--- config.mk ---
export PLATFORM = sky130hd
export DESIGN_NAME = timer_run_controller
export DESIGN_NICKNAME = d
export VERILOG_FILES = /design/src/rtl/timer_ctrl_pkg.sv /design/src/rtl/bcd_preset_shift.sv /design/src/rtl/timer_run_controller.sv
export SDC_FILE = /design/constraint.sdc
export NUM_CORES = 1
export LEC_CHECK = 0
export CORE_MARGIN = 2
export CORE_UTILIZATION = 50
export CTS_CLUSTER_SIZE = 20
export DETAILED_ROUTE_END_ITERATION = 12
export GPL_ROUTABILITY_DRIVEN = 0
export PLACE_DENSITY_LB_ADDON = 0.08
export RECOVER_POWER = 25
export SKIP_LAST_GASP = 1
export SYNTH_ARGS = -nofsm -noshare
export SYNTH_HDL_FRONTEND = slang
export SYNTH_SLANG_ARGS = --single-unit
--- constraint.sdc ---
create_clock -name clk -period 4.58 [get_ports clk]
set_clock_uncertainty 0.2 [all_clocks]
set_input_delay 0.916 -clock clk [delete_from_list [all_inputs] [get_ports clk]]
set_output_delay 0.916 -clock clk [all_outputs]
set_load 0.005 [all_outputs]
--- src/rtl/timer_ctrl_pkg.sv ---
// Shared constants for the MM:SS countdown timer controller.
//   DIGIT_W  : width of one BCD digit
//   BCD_MAX  : largest legal BCD digit value
//   S_*      : FSM state encodings, also exported on state_o
package timer_ctrl_pkg;

  localparam int         DIGIT_W = 4;
  localparam logic [3:0] BCD_MAX = 4'd9;

  localparam logic [2:0] S_IDLE  = 3'd0;
  localparam logic [2:0] S_LOAD  = 3'd1;
  localparam logic [2:0] S_RUN   = 3'd2;
  localparam logic [2:0] S_PAUSE = 3'd3;
  localparam logic [2:0] S_DONE  = 3'd4;

endpackage

--- src/rtl/bcd_preset_shift.sv ---
// Keypad preset register: collects BCD digits shifting in from the right.
//   clk      : system clock
//   rst      : synchronous active-low reset, clears the preset
//   shift_en : request to enter digit (already gated by the FSM)
//   digit    : candidate keypad value; values above 9 are dropped here
//   clear    : zero the preset (has priority over shift_en)
//   preset   : DIGITS BCD digits, digit 0 in bits [3:0]
//   nonzero  : preset holds a non-zero time
module bcd_preset_shift
  import timer_ctrl_pkg::*;
#(
  parameter int DIGITS = 4
) (
  input  logic                      clk,
  input  logic                      rst,
  input  logic                      shift_en,
  input  logic [DIGIT_W-1:0]        digit,
  input  logic                      clear,
  output logic [DIGIT_W*DIGITS-1:0] preset,
  output logic                      nonzero
);

  localparam int W = DIGIT_W * DIGITS;

  logic digit_ok;

  assign digit_ok = (digit <= BCD_MAX);

  // NOTE: reset is sampled on the clock edge only, so it sits inside the
  // clocked branch rather than in the sensitivity list.
  always_ff @(posedge clk) begin
    if (!rst) begin
      preset <= '0;
    end else if (clear) begin
      preset <= '0;
    end else if (shift_en && digit_ok) begin
      // Top digit falls off, new digit enters at the seconds-units position.
      preset <= {preset[W-DIGIT_W-1:0], digit};
    end
  end

  assign nonzero = |preset;

endmodule

--- src/rtl/timer_run_controller.sv ---
// Sequencing FSM for the MM:SS countdown timer.
//   clk, rst    : system clock, synchronous active-low reset
//   tick        : 1 Hz one-cycle strobe
//   key_valid   : keypad strobe, key_data holds the digit
//   start, stop : one-cycle button strobes
//   door_open   : level, high while the door is open
//   timer_zero  : counter chain reads all zeros
//   load        : one-cycle parallel load to the counter chain
//   load_data   : BCD preset, digit 0 in bits [3:0]
//   enablen     : active-low count enable, low only on decrement cycles
//   heater      : high in RUN
//   done        : high in DONE
//   state_o     : current FSM state
module timer_run_controller
  import timer_ctrl_pkg::*;
#(
  parameter int DIGITS     = 4,
  parameter int DONE_TICKS = 3
) (
  input  logic                      clk,
  input  logic                      rst,
  input  logic                      tick,
  input  logic                      key_valid,
  input  logic [DIGIT_W-1:0]        key_data,
  input  logic                      start,
  input  logic                      stop,
  input  logic                      door_open,
  input  logic                      timer_zero,
  output logic                      load,
  output logic [DIGIT_W*DIGITS-1:0] load_data,
  output logic                      enablen,
  output logic                      heater,
  output logic                      done,
  output logic [2:0]                state_o
);

  localparam int CNT_W = $clog2(DONE_TICKS + 1);
  localparam logic [CNT_W-1:0] LAST_TICK = CNT_W'(DONE_TICKS - 1);

  logic [2:0]       state, state_nx;
  logic [CNT_W-1:0] done_cnt, done_cnt_nx;
  logic             preset_clear;
  logic             key_shift;
  logic             preset_nz;

  bcd_preset_shift #(.DIGITS(DIGITS)) u_preset (
    .clk      (clk),
    .rst      (rst),
    .shift_en (key_shift),
    .digit    (key_data),
    .clear    (preset_clear),
    .preset   (load_data),
    .nonzero  (preset_nz)
  );

  // NOTE: every signal assigned here gets a default first, so no path
  // through the case leaves one unassigned and no latch is inferred.
  always_comb begin
    state_nx     = state;
    done_cnt_nx  = done_cnt;
    preset_clear = 1'b0;
    key_shift    = 1'b0;
    enablen      = 1'b1;

    case (state)
      S_IDLE: begin
        if (stop) begin
          preset_clear = 1'b1;
        end else if (start) begin
          if (!door_open && preset_nz) state_nx = S_LOAD;
        end else if (key_valid) begin
          key_shift = 1'b1;
        end
      end

      S_LOAD: state_nx = S_RUN;

      S_RUN: begin
        // Pause and expiry both win over the tick, so the chain never
        // decrements on the way out of RUN and never wraps below zero.
        if (door_open || stop) begin
          state_nx = S_PAUSE;
        end else if (timer_zero) begin
          state_nx    = S_DONE;
          done_cnt_nx = '0;
        end else if (tick) begin
          enablen = 1'b0;
        end
      end

      S_PAUSE: begin
        // An open door holds the pause regardless of the buttons.
        if (door_open) begin
          state_nx = S_PAUSE;
        end else if (stop) begin
          state_nx     = S_IDLE;
          preset_clear = 1'b1;
        end else if (start) begin
          state_nx = S_RUN;
        end
      end

      S_DONE: begin
        if (door_open || stop || start || key_valid) begin
          state_nx     = S_IDLE;
          preset_clear = stop;
        end else if (tick) begin
          if (done_cnt == LAST_TICK) begin
            state_nx     = S_IDLE;
            preset_clear = 1'b1;
          end else begin
            done_cnt_nx = done_cnt + 1'b1;
          end
        end
      end

      default: state_nx = S_IDLE;
    endcase
  end

  // NOTE: state registers use non-blocking assignments so every flop
  // samples the pre-edge values, independent of statement order.
  always_ff @(posedge clk) begin
    if (!rst) begin
      state    <= S_IDLE;
      done_cnt <= '0;
    end else begin
      state    <= state_nx;
      done_cnt <= done_cnt_nx;
    end
  end

  assign load    = (state == S_LOAD);
  assign heater  = (state == S_RUN);
  assign done    = (state == S_DONE);
  assign state_o = state;

endmodule

==> key figures, run 1 <==
Run status
  • Status: complete, no violations

Hold path
  • Worst Hold End: done_cnt[1]
  • Hold_sp: done_cnt[1]
  • Hold path depth: 2
  • Hold Path Class: register to register

GRT
  • Largest net degree at the start of global routing: 19
  • GRT Util Overall: 24.12%
  • Initial antenna violation count: 0
  • First-pass GRT wire length: 5043 µm
  • Global route overflow: 0
  • Vias in the first global route: 1,110

Die
  • Core area: 2255 µm²
  • Die area: 2840 µm²
  • Die W: 53.30 µm
  • Die height: 53.30 µm
  • FP Rows: 17
  • Io pins: 35
  • Initial Util: 53.88%

Setup path
  • Max FO, Critical Path: 9
  • Crit path max-delay cell type: dlygate4sd3_1
  • Crit-path cells: dlygate4sd3_1 > nor2_1 > nand4b_1 > clkdlybuf4s50_1
  • WP data arrival: 2400 ps
  • Worst stage delay on the critical path: 760 ps
  • Worst r2r dst: u_preset.preset[15]
  • Setup CP Type: input port to output port
  • RR Startpoint: state_o[0]
  • Setup crit end kind: output port
  • WP buf/inv: 2
  • Reg2Reg Depth: 3
  • Critical path required time: 3460 ps
  • Reg2Reg Setup Slack: 2450 ps
  • Crit path max-delay family: buffers and inverters
  • Critical path startpoint category: input port

Yosys
  • Top FF cell, synth: dfxtp_1
  • Post-synth EDFFs: 0
  • Post-Syn Area: 1215 µm²
  • Synth cell types: 35
  • #FFs+latches synth: 21
  • Syn nets: 147
  • Ys Warns: 0
  • Average size of a mapped cell: 9.067 µm²
  • Syn Inst Count: 134
  • Sequential cell area fraction in the yosys report: 34.60%
  • Async SR Flop Fraction: 0%

STA
  • Final Hold Vio Count: 0
  • Final slew viol count: 0
  • Setup_tns: 0 ps
  • RSZ-0062 raised after global routing: false
  • Fmax: 284.4 MHz
  • Final Critical Period: 3516 ps
  • Final period util: 76.78%
  • Worst-margin pin slew: 1078 ps
  • Setup ws final: 1064 ps
  • Setup violators final: 0
  • Relative slew slack: 27.90%

Clocking
  • CTS resizes: 0
  • CTS Hold Bufs: 0
  • TritonCTS clock tree: yes
  • Clock sinks: 21
  • Setup bufs post-CTS: 0
  • H-tree Lvls: 1
  • Clk Latency, worst-skew pair: 310 ps
  • Clk slew on worst S/H paths: 110 ps
  • Clock tree buffer depth: 2
  • Clock root buffer: clkbuf_4
  • Num CTS Buffers: 3

Pwr
  • Sequential share of power: 58.1%
  • Power Internal: 0.2337 mW
  • Net Switching: 0.08397 mW
  • Leakage power: 0.4980 nW
  • Comb pwr share: 13.5%
  • Power Density: 207.9 nW/µm²
  • Clock share of power: 28.4%
  • Switching part of the total power: 26.43%
  • Peak VDD IR: 144.5 µV

Route
  • Routed wire length: 3321 µm
  • Drt pass-1 iters: 8
  • 1st-iter DRT viols: 63
  • Via/cell ratio: 6.930
  • Drt drc: 0
  • Via count: 1,289
  • Wire length per cell: 17.85 µm
  • Antenna Violating Nets Remaining: 0

Run
  • Max_cap viols: 0

Finish
  • Layout cells sized above 1: 5.063%
  • Commonest non-fill, non-tap cell in the layout: clkdlybuf4s50_1
  • Fin nets: 172
  • ANT cells: 0
  • Fill cells: 210
  • Most frequent cells in the layout: clkdlybuf4s50_1, dfxtp_1, nand4_1, o31ai_1, a221oi_1
  • Area added between synthesis and finish: 25.75%
  • Post-Layout Cell Count: 186

Placement
  • DP Wirelength: 2171 µm
  • Post-Place Cells: 182
  • DP Worst Slack: 1153 ps
  • I/O Buffers: 34
==> Yosys cell counts, types with 2 or more instances <==
master,instances,area share (%)
and3_1,4,2.1
nand4_1,17,8.8
nor2_1,6,1.9
buf_6,2,1.9
o21a_1,2,1.2
o21ai_0,2,0.82
nor4_1,4,2.1
a221oi_1,16,12
nand2b_1,2,1.0
inv_1,3,0.93
nand2_1,4,1.2
clkbuf_1,5,1.5
nor2b_1,3,1.5
buf_2,5,2.1
dfxtp_1,21,35
nor3b_1,3,1.9
o31ai_1,17,11
==> sequential cells by signal (all words and copies together), names as in the netlist <==
name / flops
u_preset.preset: 16
state_o: 3
done_cnt: 2
==> area by class of cell <==
class                   instances  area, µm²  share of cell area (%)
clock buffers                   4      26.28                   1.720
inverters                       3      11.26                  0.7371
multi-input cells              96      694.4                   45.45
flip-flops and latches         21      420.4                   27.52
well taps                      28      35.03                   2.293
repair buffers                 34      340.3                   22.28
==> worst max path at each step <==
stage | start | to | slack (ps) | depth (start not counted)
floorplan | stop | u_preset.preset[0] | 2140 | 6
global placement | stop | enablen | 1170 | 4
detailed placement | stop | enablen | 1150 | 4
CTS | stop | enablen | 1150 | 4
global route | stop | enablen | 1010 | 4
finish | stop | enablen | 1060 | 4
==> cells by family (layout without fill, tap and decap cells) <==
family          count (synthesis)  in the layout  share of synthesized area [%]
buf+inv                        17             41                          8.238
simple gates                   50             50                          26.57
fa+ha+maj                       1              1                          1.030
flops                          21             21                          34.60
compound gates                 45             45                          29.56
==> per-layer routing <==
layer	share of wire [%]	vias up	GRT usage (%)
met5	0	-	0
met4	1.7	0	8.120
met3	9.8	9	4.237
met2	46	92	39.92
met1	42	589	31.21
li1	-	599	-
==> per-stage QoR <==
stage | utilization [%] | hold WS (ps) | instance area, µm² | power (mW)
after floorplan | - | 238.8 | 1215 | 0.2147
after global placement | 66.59 | 250.4 | 1501 | 0.2296
after detailed placement | 66.59 | 259.6 | 1501 | 0.2302
after CTS | 67.76 | 279.2 | 1528 | 0.3172
after global routing | 67.76 | 308.0 | 1528 | 0.3283
final | 67.76 | 276.6 | 1528 | 0.3177
==> power by group through the flow <==
stage	Sequential, mW	Clock [mW]	Combinational [mW]
final	0.185	0.0903	0.0428
after global routing	0.185	0.0981	0.0453
after CTS	0.185	0.0907	0.0419
after detailed placement	0.189	0	0.0415
after global placement	0.189	0	0.0409
after floorplan	0.188	0	0.0265
==> worst register-to-register path, delay by kind of cell (launching register included) <==
kind	cells	cell delay (ps)
flip-flops	1	510
AND/OR/NAND/NOR	1	130
AO/OA/AOI/OAI	2	1110
No activity file was read; power rests on OpenSTA's default activity.
==> run 2, diff against run 1 <==
--- a/config.mk
+++ b/config.mk
@@ -6,7 +6,7 @@
 export NUM_CORES = 1
 export LEC_CHECK = 0
 export CORE_MARGIN = 2
-export CORE_UTILIZATION = 50
+export CORE_UTILIZATION = 42
 export CTS_CLUSTER_SIZE = 20
 export DETAILED_ROUTE_END_ITERATION = 12
 export GPL_ROUTABILITY_DRIVEN = 0
==> constraint.sdc (replaced) <==
create_clock -name clk -period 2.85 [get_ports clk]
set_clock_uncertainty 0.2 [all_clocks]
set_input_delay 0.57 -clock clk [delete_from_list [all_inputs] [get_ports clk]]
set_output_delay 0.57 -clock clk [all_outputs]
set_load 0.005 [all_outputs]
==> run 2 against run 1 <==
Register-to-register slack worse by 1500 ps. Critical path depth stayed put. Sequential share of layout area is 0.96 points lower. Die area is 18% higher. Largest power group unchanged. Critical path type unchanged.
==> key figures, run 2 (same netlist as run 1, synthesis figures left out) <==
Setup path
  • Critical path required time: 2080 ps (-1380 ps)
  • WP data arrival: 1900 ps (-500 ps)
  • Setup crit end kind: output port
  • Reg2Reg Setup Slack: 940 ps (-1510 ps)
  • Setup CP Type: input port to output port
  • Max FO, Critical Path: 3 (-6)
  • Critical path startpoint category: input port

STA
  • Final Hold Vio Count: 0 (unchanged)
  • Fmax: 374.2 MHz
  • Setup violators final: 0 (unchanged)
  • Setup_tns: 0 ps (unchanged)
  • Worst-margin pin slew: 545.6 ps (-532.0 ps)
  • Relative slew slack: 63.63% (+36 points)
  • Setup ws final: 177.3 ps (-886.2 ps)
  • RSZ-0062 raised after global routing: false
  • Final Critical Period: 2673 ps
  • Final period util: 93.78%
  • Final slew viol count: 0 (unchanged)

Placement
  • I/O Buffers: 34 (unchanged)
  • Placed instance area: 1558 µm² (+3.7%)
  • DP Wirelength: 2288 µm (+5.4%)
  • DP Worst Slack: 185.9 ps (-967.2 ps)

Clocking
  • Clk Latency, worst-skew pair: 300 ps (about the same)
  • Clock root buffer: clkbuf_4
  • Clock tree buffer depth: 2 (unchanged)
  • TritonCTS clock tree: yes
  • Num CTS Buffers: 3 (unchanged)
  • H-tree Lvls: 1 (unchanged)
  • Clock sinks: 21 (unchanged)
  • Clk slew on worst S/H paths: 120 ps (about the same)
  • Setup bufs post-CTS: 0 (unchanged)
  • CTS Hold Bufs: 0 (unchanged)

Finish
  • Fill cells: 263 (+25%)
  • Commonest non-fill, non-tap cell in the layout: clkdlybuf4s50_1
  • Layout cells sized above 1: 9.091% (+4.0 points)
  • Largest Register: u_preset.preset
  • ANT cells: 0 (unchanged)
  • Most frequent cells in the layout: clkdlybuf4s50_1, dfxtp_1, nand4_1, o31ai_1, a221oi_1
  • Fin nets: 179 (+4.1%)
  • Design area: 1583 µm² (+3.6%)
  • Area added between synthesis and finish: 30.28%
  • Max FFs per register: 16 (unchanged)

Pwr
  • Sequential share of power: 58.0% (about the same)
  • Leakage power: 0.5207 nW (+4.6%)
  • Clock share of power: 27.4% (-1.0 points)
  • Power Density: 323.2 nW/µm² (+55%)
  • Power Internal: 0.3778 mW (+62%)
  • Switching part of the total power: 26.15% (-0.28 points)
  • Peak VDD IR: 286.3 µV (+98%)
  • Tot Pwr: 0.5116 mW (+61%)
  • Net Switching: 0.1338 mW (+59%)
  • Comb pwr share: 14.6% (+1.1 points)

Route
  • Via count: 1,293 (+0.31%)
  • Antenna Violating Nets Remaining: 0 (unchanged)
  • 1st-iter DRT viols: 75 (+19%)
  • Via/cell ratio: 6.597 (-4.8%)
  • Routed wire length: 3271 µm (-1.5%)
  • Drt pass-1 iters: 4 (-4)
  • Wire length per cell: 16.69 µm (-6.5%)
  • Drt drc: 0 (unchanged)

Die
  • Die height: 57.79 µm (+8.4%)
  • Die W: 57.79 µm (+8.4%)
  • Core area: 2758 µm² (+22%)
  • Io pins: 35 (unchanged)
  • Die area: 3339 µm² (+18%)
  • FP Rows: 19 (+2)
  • Initial Util: 44.06% (-9.8 points)

GRT
  • First-pass GRT wire length: 5485 µm (+8.8%)
  • Largest net degree at the start of global routing: 19 (unchanged)
  • GRT Util Overall: 20.20% (-3.9 points)
  • Initial antenna violation count: 0 (unchanged)
  • Global route overflow: 0 (unchanged)
  • Vias in the first global route: 1,237 (+11%)

Hold path
  • Hold Path Class: register to register

Run status
  • Status: complete, no violations

Run
  • Max_cap viols: 0 (unchanged)
## run 2: area by class of cell
cell class                 count  area, µm²  area share, %
clock buffer                   3      22.52          1.423
clock inverter                 1      5.005         0.3162
inverter                       3      11.26         0.7115
multi-input combinational     96      699.4          44.19
sequential                    21      420.4          26.56
tap                           31      38.79          2.451
timing repair buffer          41      385.4          24.35
## run 2: what timing repair did
item,CTS,global route
endpoints found under the hold margin,0,0
resized for setup,0,1
endpoints found under the setup margin,0,1
## run 2: metal layers
metal	part of all wire, %	up-vias	global-route usage (%)	routed length (µm)
li1	-	619	-	-
met1	44	618	26.76	1442
met2	49	54	34.90	1602
met3	6.4	2	2.232	209
met4	0.52	0	5.316	17
met5	0	-	0	0
## run 2: path summary, 6_finish.rpt
check,from,endpoint,cells after the start
min,done_cnt[0],done_cnt[0],2
max,stop,enablen,4
min reg2reg,done_cnt[0],done_cnt[0],2
max reg2reg,state_o[0],u_preset.preset[3],4
## run 2: power by group through the flow
| stage | combinational (mW) | clock (mW) | sequential [mW] |
|---|---|---|---|
| after floorplan | 0.0426 | 0 | 0.303 |
| after global placement | 0.0744 | 0 | 0.303 |
| after detailed placement | 0.0741 | 0 | 0.303 |
| after CTS | 0.0747 | 0.147 | 0.297 |
| after global routing | 0.0804 | 0.162 | 0.297 |
| final | 0.0747 | 0.140 | 0.297 |
## run 2: worst max-delay path: stages
cell             delay (ps)
dlygate4sd3_1           560
nor2_1                  190
nand4b_1                120
clkdlybuf4s50_1         460
## run 2: through the flow
step | hold WS, ps | instances | utilization, %
finish | 291.9 | 196 | 57.40
global placement | 253.4 | 192 | 56.49
global route | 316.8 | 196 | 57.40
floorplan | 238.8 | 134 | -
CTS | 291.5 | 196 | 57.49
detailed placement | 271.3 | 192 | 56.49
==> run 3, diff against run 2 <==
--- a/config.mk
+++ b/config.mk
@@ -5,11 +5,11 @@
 export SDC_FILE = /design/constraint.sdc
 export NUM_CORES = 1
 export LEC_CHECK = 0
-export CORE_MARGIN = 2
 export CORE_UTILIZATION = 42
 export CTS_CLUSTER_SIZE = 20
 export DETAILED_ROUTE_END_ITERATION = 12
 export GPL_ROUTABILITY_DRIVEN = 0
+export GPL_TIMING_DRIVEN = 0
 export PLACE_DENSITY_LB_ADDON = 0.08
 export RECOVER_POWER = 25
 export SKIP_LAST_GASP = 1
==> run 3 against run 2 <==
Via count up 4.5%. First-iteration DRC count down 1.3%. Sequential share of layout area down 0.45 points. Sequential cell count unchanged. Clock-buffer cell count up 1. Critical path depth down 2. Non-clock buffer count up 6.
==> key figures, run 3 (same netlist as run 1, synthesis figures left out) <==
Pwr
  • Power Density: 327.2 nW/µm² (+1.2%)
  • Peak VDD IR: 216.3 µV (-24%)
  • Leakage power: 0.5454 nW (+4.7%)

Setup path
  • Critical path startpoint category: register
  • Max FO, Critical Path: 8 (+5)
  • Reg2Reg Depth: 6 (+2)
  • Crit-path cells: nor3b_1 > clkdlybuf4s50_1
  • Critical path required time: 2080 ps (about the same)
  • WP data arrival: 1970 ps (+70 ps)
  • Setup crit end kind: output port
  • Setup CP Type: register to output port
  • Crit path max-delay cell type: clkdlybuf4s50_1
  • Worst stage delay on the critical path: 610 ps (+50 ps)

Finish
  • Fin nets: 185 (+3.4%)
  • Commonest non-fill, non-tap cell in the layout: clkdlybuf4s50_1
  • Most frequent cells in the layout: clkdlybuf4s50_1, dfxtp_1, nand4_1, o31ai_1, a221oi_1
  • Area added between synthesis and finish: 32.54%
  • Largest Register: u_preset.preset
  • Layout cells sized above 1: 9.942% (+0.85 points)
  • Design area: 1610 µm² (+1.7%)
  • Max FFs per register: 16 (unchanged)
  • ANT cells: 0 (unchanged)

GRT
  • Largest net degree at the start of global routing: 12 (-7)
  • Global route overflow: 0 (unchanged)
  • Initial antenna violation count: 0 (unchanged)
  • GRT Util Overall: 24.29% (+4.1 points)
  • Vias in the first global route: 1,264 (+2.2%)
  • First-pass GRT wire length: 6003 µm (+9.4%)

Clocking
  • Clock sinks: 21 (unchanged)
  • CTS Hold Bufs: 0 (unchanged)
  • Num CTS Buffers: 3 (unchanged)
  • H-tree Lvls: 1 (unchanged)
  • Clock root buffer: clkbuf_4
  • TritonCTS clock tree: yes
  • Clock tree buffer depth: 2 (unchanged)
  • Setup bufs post-CTS: 0 (unchanged)
  • CTS resizes: 0 (unchanged)
  • Clk slew on worst S/H paths: 120 ps (about the same)
  • Clk Latency, worst-skew pair: 310 ps (about the same)

STA
  • Setup violators final: 0 (unchanged)
  • Fmax: 365.4 MHz (-2.3%)
  • RSZ-0062 raised after global routing: false
  • Relative slew slack: 46.48% (-17 points)
  • Setup ws final: 113.2 ps (-64.11 ps)
  • Final Critical Period: 2737 ps (+64.11 ps)
  • Worst-margin pin slew: 795.5 ps (+249.9 ps)
  • Final slew viol count: 0 (unchanged)
  • Final Hold Vio Count: 0 (unchanged)
  • Setup_tns: 0 ps (unchanged)
  • Final period util: 96.03% (+2.2 points)

Hold path
  • Hold Path Class: register to register
  • Hold path depth: 2 (unchanged)

Die
  • Die area: 3112 µm² (-6.8%)
  • FP Rows: 19 (unchanged)
  • Core area: 2758 µm² (unchanged)
  • Die W: 55.79 µm (-3.5%)
  • Io pins: 35 (unchanged)
  • Die height: 55.79 µm (-3.5%)
  • Initial Util: 44.06% (unchanged)

Placement
  • DP Wirelength: 2579 µm (+13%)
  • I/O Buffers: 33 (-2.9%)
  • Placed instance area: 1584 µm² (+1.7%)
  • DP Worst Slack: 11.72 ps (-174.2 ps)

Route
  • Via count: 1,351 (+4.5%)
  • Via/cell ratio: 6.688 (+1.4%)
  • Drt pass-1 iters: 4 (unchanged)
  • Routed wire length: 3656 µm (+12%)
  • Antenna Violating Nets Remaining: 0 (unchanged)
  • Wire length per cell: 18.10 µm (+8.5%)
  • Drt drc: 0 (unchanged)
  • 1st-iter DRT viols: 74 (-1.3%)

Run status
  • Status: complete, no violations

Run
  • Max_cap viols: 0 (unchanged)
-- run 3: changes by cell type in the layout (fill, tap and decap cells not counted), sizes merged --
| cell | delta |
|---|---|
| clkinv | -1 |
| clkdlybuf4s50 | -3 |
| dlygate4sd3 | +2 |
| buf | +4 |
| clkbuf | +4 |
-- run 3: critical path: cells and delay by family (launching register included) --
family                 cells  cell delay, ps
AND/OR/NAND/NOR            1             520
buffers and inverters      1             610
flip-flops                 1             530
-- run 3: through the flow --
stage          std cells  util (%)  power (mW)  hold WS [ps]
2_1_floorplan        134         -      0.3451         238.8
3_3_place_gp         198     57.44      0.3785         249.0
3_5_place_dp         198     57.44      0.3800         263.8
4_1_cts              202     58.39      0.5294         283.4
5_1_grt              202     58.39      0.5524         297.4
6_report             202     58.39      0.5268         291.1
-- run 3: layer usage --
metal  share of wire [%]  wire [µm]  vias to the layer above  track usage (%)
met5                   0          0                        -                0
met4                 2.4         89                        0            10.00
met3                 7.1        258                       10            4.186
met2                  48       1771                       68            40.28
met1                  42       1537                      645            31.15
li1                    -          -                      628                -
-- run 3: worst paths after layout --
| check | startpoint | endpoint | slack (ps) |
|---|---|---|---|
| max reg2reg | state_o[1] | u_preset.preset[13] | 760 |
| min reg2reg | done_cnt[1] | done_cnt[1] | 290 |
| max | state_o[2] | done | 110 |
| min | done_cnt[1] | done_cnt[1] | 290 |
-- run 3: cell type report --
| type | instances | area [µm²] |
|---|---|---|
| inverters | 3 | 11.26 |
| repair buffers | 33 | 330.3 |
| plain buffers | 14 | 88.84 |
| flip-flops and latches | 21 | 420.4 |
| fillers | 277 | 1147 |
| multi-input cells | 96 | 694.4 |
| clock buffers | 4 | 26.28 |
| well taps | 31 | 38.79 |
-- run 3: power breakdown --
part           internal [mW]  switching [mW]
Clock                 0.0548          0.0972
Sequential             0.295         0.00130
Combinational         0.0323          0.0465
==> variant 1, RTL diff (config.mk and constraints of run 1) <==
Make the reset (`rst`) asynchronous in 2 clocked blocks. Comments in the files are not updated.
--- a/src/rtl/bcd_preset_shift.sv
+++ b/src/rtl/bcd_preset_shift.sv
@@ -30,3 +30,3 @@
   // clocked branch rather than in the sensitivity list.
-  always_ff @(posedge clk) begin
+  always_ff @(posedge clk or negedge rst) begin
     if (!rst) begin
--- a/src/rtl/timer_run_controller.sv
+++ b/src/rtl/timer_run_controller.sv
@@ -122,3 +122,3 @@
   // samples the pre-edge values, independent of statement order.
-  always_ff @(posedge clk) begin
+  always_ff @(posedge clk or negedge rst) begin
     if (!rst) begin
Behaviour: differs if rst is asserted again (counterexample within 4 cycles, from zero or initial values and one cycle with rst low); with rst held inactive, the same outputs for 10 cycles.
==> variant 1 against run 1 <==
  * Utilization grew 1.5 points
  * Worst setup slack gained 22 ps
  * Sequential cell count is the same
  * Synthesized area shrank 8.4%
  * Cell area shrank 2.6%
  * Register-to-register slack gained 270 ps
  * Non-clock buffer count is the same
  * Die area shrank 7.8%
  * Routed wire length shrank 27%
  * Worst hold slack gained 11 ps
  * Sequential share of layout area grew 7.8 points
  * Highest routed layer unchanged
  * Largest cell class unchanged
Power is not compared: it rests on default switching activity, and its combinational part moved more than twofold at a synthesized area within 25%.
==> variant 1: results <==
cells_and_area:
  final_nets: 151
  top_register: "u_preset.preset"
  drive_gt1_share_pct: 10.22
  largest_reg_flops: 16
  diodes: 0
setup_path:
  r2r_start: "state_o[2]"
  worstRegToRegCells: 4
  rrSetupSlack_ps: 2720
  cp-startpoint: "stop"
  r2r_end: "u_preset.preset[3]"
  cp_max_fo: 8
  crit_end: "enablen"
clocking:
  numCtsBuffers: 3
  cts.path.max_buffers: 2
  cts_setup_buffers: 0
  cts_resized: 0
  cts-root-buf: "clkbuf_4"
  htreeDepth: 1
  clk_latency_ps: 310
  clkTransAtPathRegs_ps: 110
placed_design:
  place_hpwl_mm: 1.765
  portBuffers: 34
  place_ws_ps: 1161
  dp.cells: 161
routing:
  drt_iter0_markers: 8
  drtPass1Iterations: 4
  num_vias: 907
  vias_per_cell: 5.497
  drt_wl_total_mm: 2.427
power_and_ir_drop:
  power.leakage_nw: 0.7377
  max-vdd-ir-drop_uv: 228.5
global_route:
  gr-total-overflow: 0
  antenna_found_initial: 0
  grt.total_usage_pct: 21.57
  grt_pass1_wl_mm: 4.119
  grt_max_degree: 22
  grt_pass1_vias: 857
status:
  status: "completed"
worst_hold_path:
  hp-class: "register to register"
yosys:
  yosysUniqueCellTypes: 35
  synthArstFlopShare_pct: 100.0
  ys_warn_count: 0
  ys.flop_type: "dfrtp_1"
  syn_inst: 102
  synth-edff-count: 0
  synth_nets: 115
  synth_common_cells: "dfrtp_1, nor2_1, mux2i_1, nor4_1, nand2_1"
  synthTopCellsByArea: "dfrtp_1, mux2i_1, nor2_1"
  synth_seq_area_share_pct: 47.24
timing:
  fin_crit_sh_pct: 76.31
  worst_pin_slew_ps: 930.4
-- variant 1: area by class of cell --
cell class / count / area, sq um
Clock inverter: 1 / 5.005
Inverter: 1 / 3.754
Fill cell: 175 / 660.6
Clock buffer: 3 / 22.52
Tap cell: 28 / 35.03
Sequential cell: 21 / 525.5
Timing Repair Buffer: 34 / 340.3
Multi-Input combinational cell: 77 / 555.5
-- variant 1: where the power goes --
part           switching [mW]  internal [mW]  total (mW)
combinational          0.0767         0.0986       0.175
clock                  0.0575         0.0326      0.0901
sequential             0.0393          0.205       0.244
total                   0.174          0.336       0.510
-- variant 1: logic make-up after synthesis --
| family | after synthesis | synth area share, % |
|---|---|---|
| AND/OR/NAND/NOR | 48 | 26.77 |
| buffers and inverters | 4 | 2.811 |
| AO/OA/AOI/OAI | 13 | 8.549 |
| flip-flops | 21 | 47.24 |
| multiplexers | 15 | 13.50 |
| adder cells (fa/ha/maj) | 1 | 1.125 |
-- variant 1: worst min-delay path by stage --
stage	from	end	slack (ps)	depth (start not counted)
2_1_floorplan	done_cnt[0]	done_cnt[0]	230	1
5_1_grt	done_cnt[0]	done_cnt[0]	320	1
4_1_cts	done_cnt[0]	done_cnt[0]	300	1
6_report	done_cnt[0]	done_cnt[0]	290	1
3_5_place_dp	done_cnt[1]	done_cnt[1]	280	1
3_3_place_gp	done_cnt[0]	done_cnt[0]	240	1
-- variant 1: worst max-delay path, cell delays in order --
cell             delay [ps]
dlygate4sd3_1           730
nor2_1                  100
nand4b_1                120
clkdlybuf4s50_1         510
-- variant 1: routing by layer --
layer	routed length [um]	GRT usage (%)
met1	1080	26.82
met2	1209	37.01
met3	104	2.339
met4	33	10.81
met5	0	0
-- variant 1: metrics by stage --
stage	area, sq um	power [mW]	utilization, %	hold slack (ps)
2_1_floorplan	1112	0.3422	-	230.0
3_3_place_gp	1460	0.4210	67.97	241.2
3_5_place_dp	1460	0.4244	67.97	283.0
4_1_cts	1488	0.5171	69.25	297.4
5_1_grt	1488	0.5480	69.25	317.6
6_report	1488	0.5098	69.25	287.4
==> variant 2, RTL diff (config.mk and constraints of run 1) <==
Made on the original files. `DIGIT_W`: 4 -> 6.
--- a/src/rtl/timer_ctrl_pkg.sv
+++ b/src/rtl/timer_ctrl_pkg.sv
@@ -6,3 +6,3 @@
 
-  localparam int         DIGIT_W = 4;
+  localparam int         DIGIT_W = 6;
   localparam logic [3:0] BCD_MAX = 4'd9;
Interface: changed (resized key_data and load_data); port bits go from 35 to 45. No check against the original RTL was run, so the function may have changed too.
==> variant 2 against run 1 <==
  * Routed wire length decreased by 6.4%
  * Die area increased by 13%
  * Cell area rose by 20%
  * Synthesized area grew 14%
  * Global-route usage is 3.1 points lower
  * Worst setup slack worse by 17 ps
  * Via count down 13%
  * Sequential cell count increased by 8
  * Total power rose by 35%
  * Combinational power decreased by 23%
  * Worst hold slack better by 17 ps
  * First-iteration DRC count shrank 62%
  * Sequential power grew 36%
==> variant 2: results <==
yosys:
  ys_warn_count: 0
  synth_nets: 148
  synthTopCellsByArea: "dfxtp_1, mux2i_1, nor2_2"
  synthArstFlopShare_pct: 0
  synth_seq_area_share_pct: 41.92
  yosysUniqueCellTypes: 30
  synth_common_cells: "dfxtp_1, mux2i_1, nor2_2, nor2_1"
clocking:
  cts_setup_buffers: 0
  cts.path.max_buffers: 2
  clkTransAtPathRegs_ps: 80
  htreeDepth: 2
  clk_latency_ps: 320
  cts-root-buf: "clkbuf_4"
  cts_resized: 0
  numCtsBuffers: 5
global_route:
  grt.total_usage_pct: 20.97
  grt_pass1_wl_mm: 5.133
  grt_max_degree: 25
  antenna_found_initial: 0
  grt_pass1_vias: 1100
setup_path:
  crit_arrival_ps: 2420
  worstRegToRegCells: 4
  r2r_end: "u_preset.preset[14]"
  r2r_start: "state_o[1]"
  rrSetupSlack_ps: 2400
  cp_max_fo: 8
placed_design:
  place_hpwl_mm: 2.350
  place_area_sq_um: 1798
  portBuffers: 44
cells_and_area:
  fillers: 222
  drive_gt1_share_pct: 16.29
  diodes: 0
  final_nets: 192
  largest_reg_flops: 24
  top_register: "u_preset.preset"
worst_hold_path:
  min_to: "u_preset.preset[4]"
  whs_path_depth: 2
  holdCritStartpoint: "u_preset.preset[4]"
  hp-class: "register to register"
timing:
  worst_pin_slew_ps: 881.6
routing:
  drt_iter0_markers: 24
  drtPass1Iterations: 4
  vias_per_cell: 5.373
  drt_wl_total_mm: 3.109
status:
  status: "completed"
power_and_ir_drop:
  max-vdd-ir-drop_uv: 188.5
  power.leakage_nw: 0.8024
==> variant 2: critical path: stages <==
cell	delay [ps]
dlygate4sd3_1	660
nor2_1	260
nand4b_1	120
clkdlybuf4s50_1	460
==> variant 2: power breakdown <==
| part | total [mW] | switching, mW | internal [mW] |
|---|---|---|---|
| registers | 0.252 | 0.000386 | 0.252 |
| logic | 0.0328 | 0.0175 | 0.0153 |
| clock network | 0.143 | 0.0823 | 0.0610 |
==> variant 2: metal layers <==
layer | vias to the layer above | routed length, um | track usage [%]
li1 | 562 | - | -
met1 | 513 | 1236 | 22.53
met2 | 40 | 1608 | 37.21
met3 | 8 | 197 | 6.452
met4 | 0 | 65 | 9.524
met5 | - | 0 | 0
==> variant 2: worst max path at each step <==
stage | startpoint | end | slack (ps) | cells after the start
2_1_floorplan | stop | enablen | 2130 | 3
3_3_place_gp | stop | enablen | 1120 | 4
3_5_place_dp | stop | enablen | 1080 | 4
4_1_cts | stop | enablen | 1090 | 4
5_1_grt | stop | enablen | 1000 | 4
6_report | stop | enablen | 1050 | 4
==> variant 2: logic make-up after synthesis <==
logic type	Yosys count	synth area share (%)
AO/OA/AOI/OAI	9	5.330
adder cells (fa/ha/maj)	1	0.9032
buffers and inverters	9	5.330
flip-flops	29	41.92
multiplexers	24	17.34
AND/OR/NAND/NOR	61	29.18
==> variant 2: final cells by class <==
type / instances / area [sq um] / share of cell area, %
clock buffers: 8 / 48.80 / 2.664
inverters: 2 / 7.507 / 0.4098
multi-input cells: 95 / 715.7 / 39.07
flip-flops and latches: 29 / 580.6 / 31.69
well taps: 31 / 38.79 / 2.117
repair buffers: 44 / 440.4 / 24.04
==> variant 2: through the flow <==
step	total power [mW]	utilization [%]	worst slack [ps]	hold slack (ps)	cells
after floorplan	0.2776	-	2129	249.8	133
after global placement	0.2917	66.93	1123	260.5	201
after detailed placement	0.2926	66.93	1084	285.2	201
after CTS	0.4356	68.75	1086	297.4	209
after global routing	0.4479	68.19	995.9	322.0	209
final	0.4286	68.19	1046	293.2	209
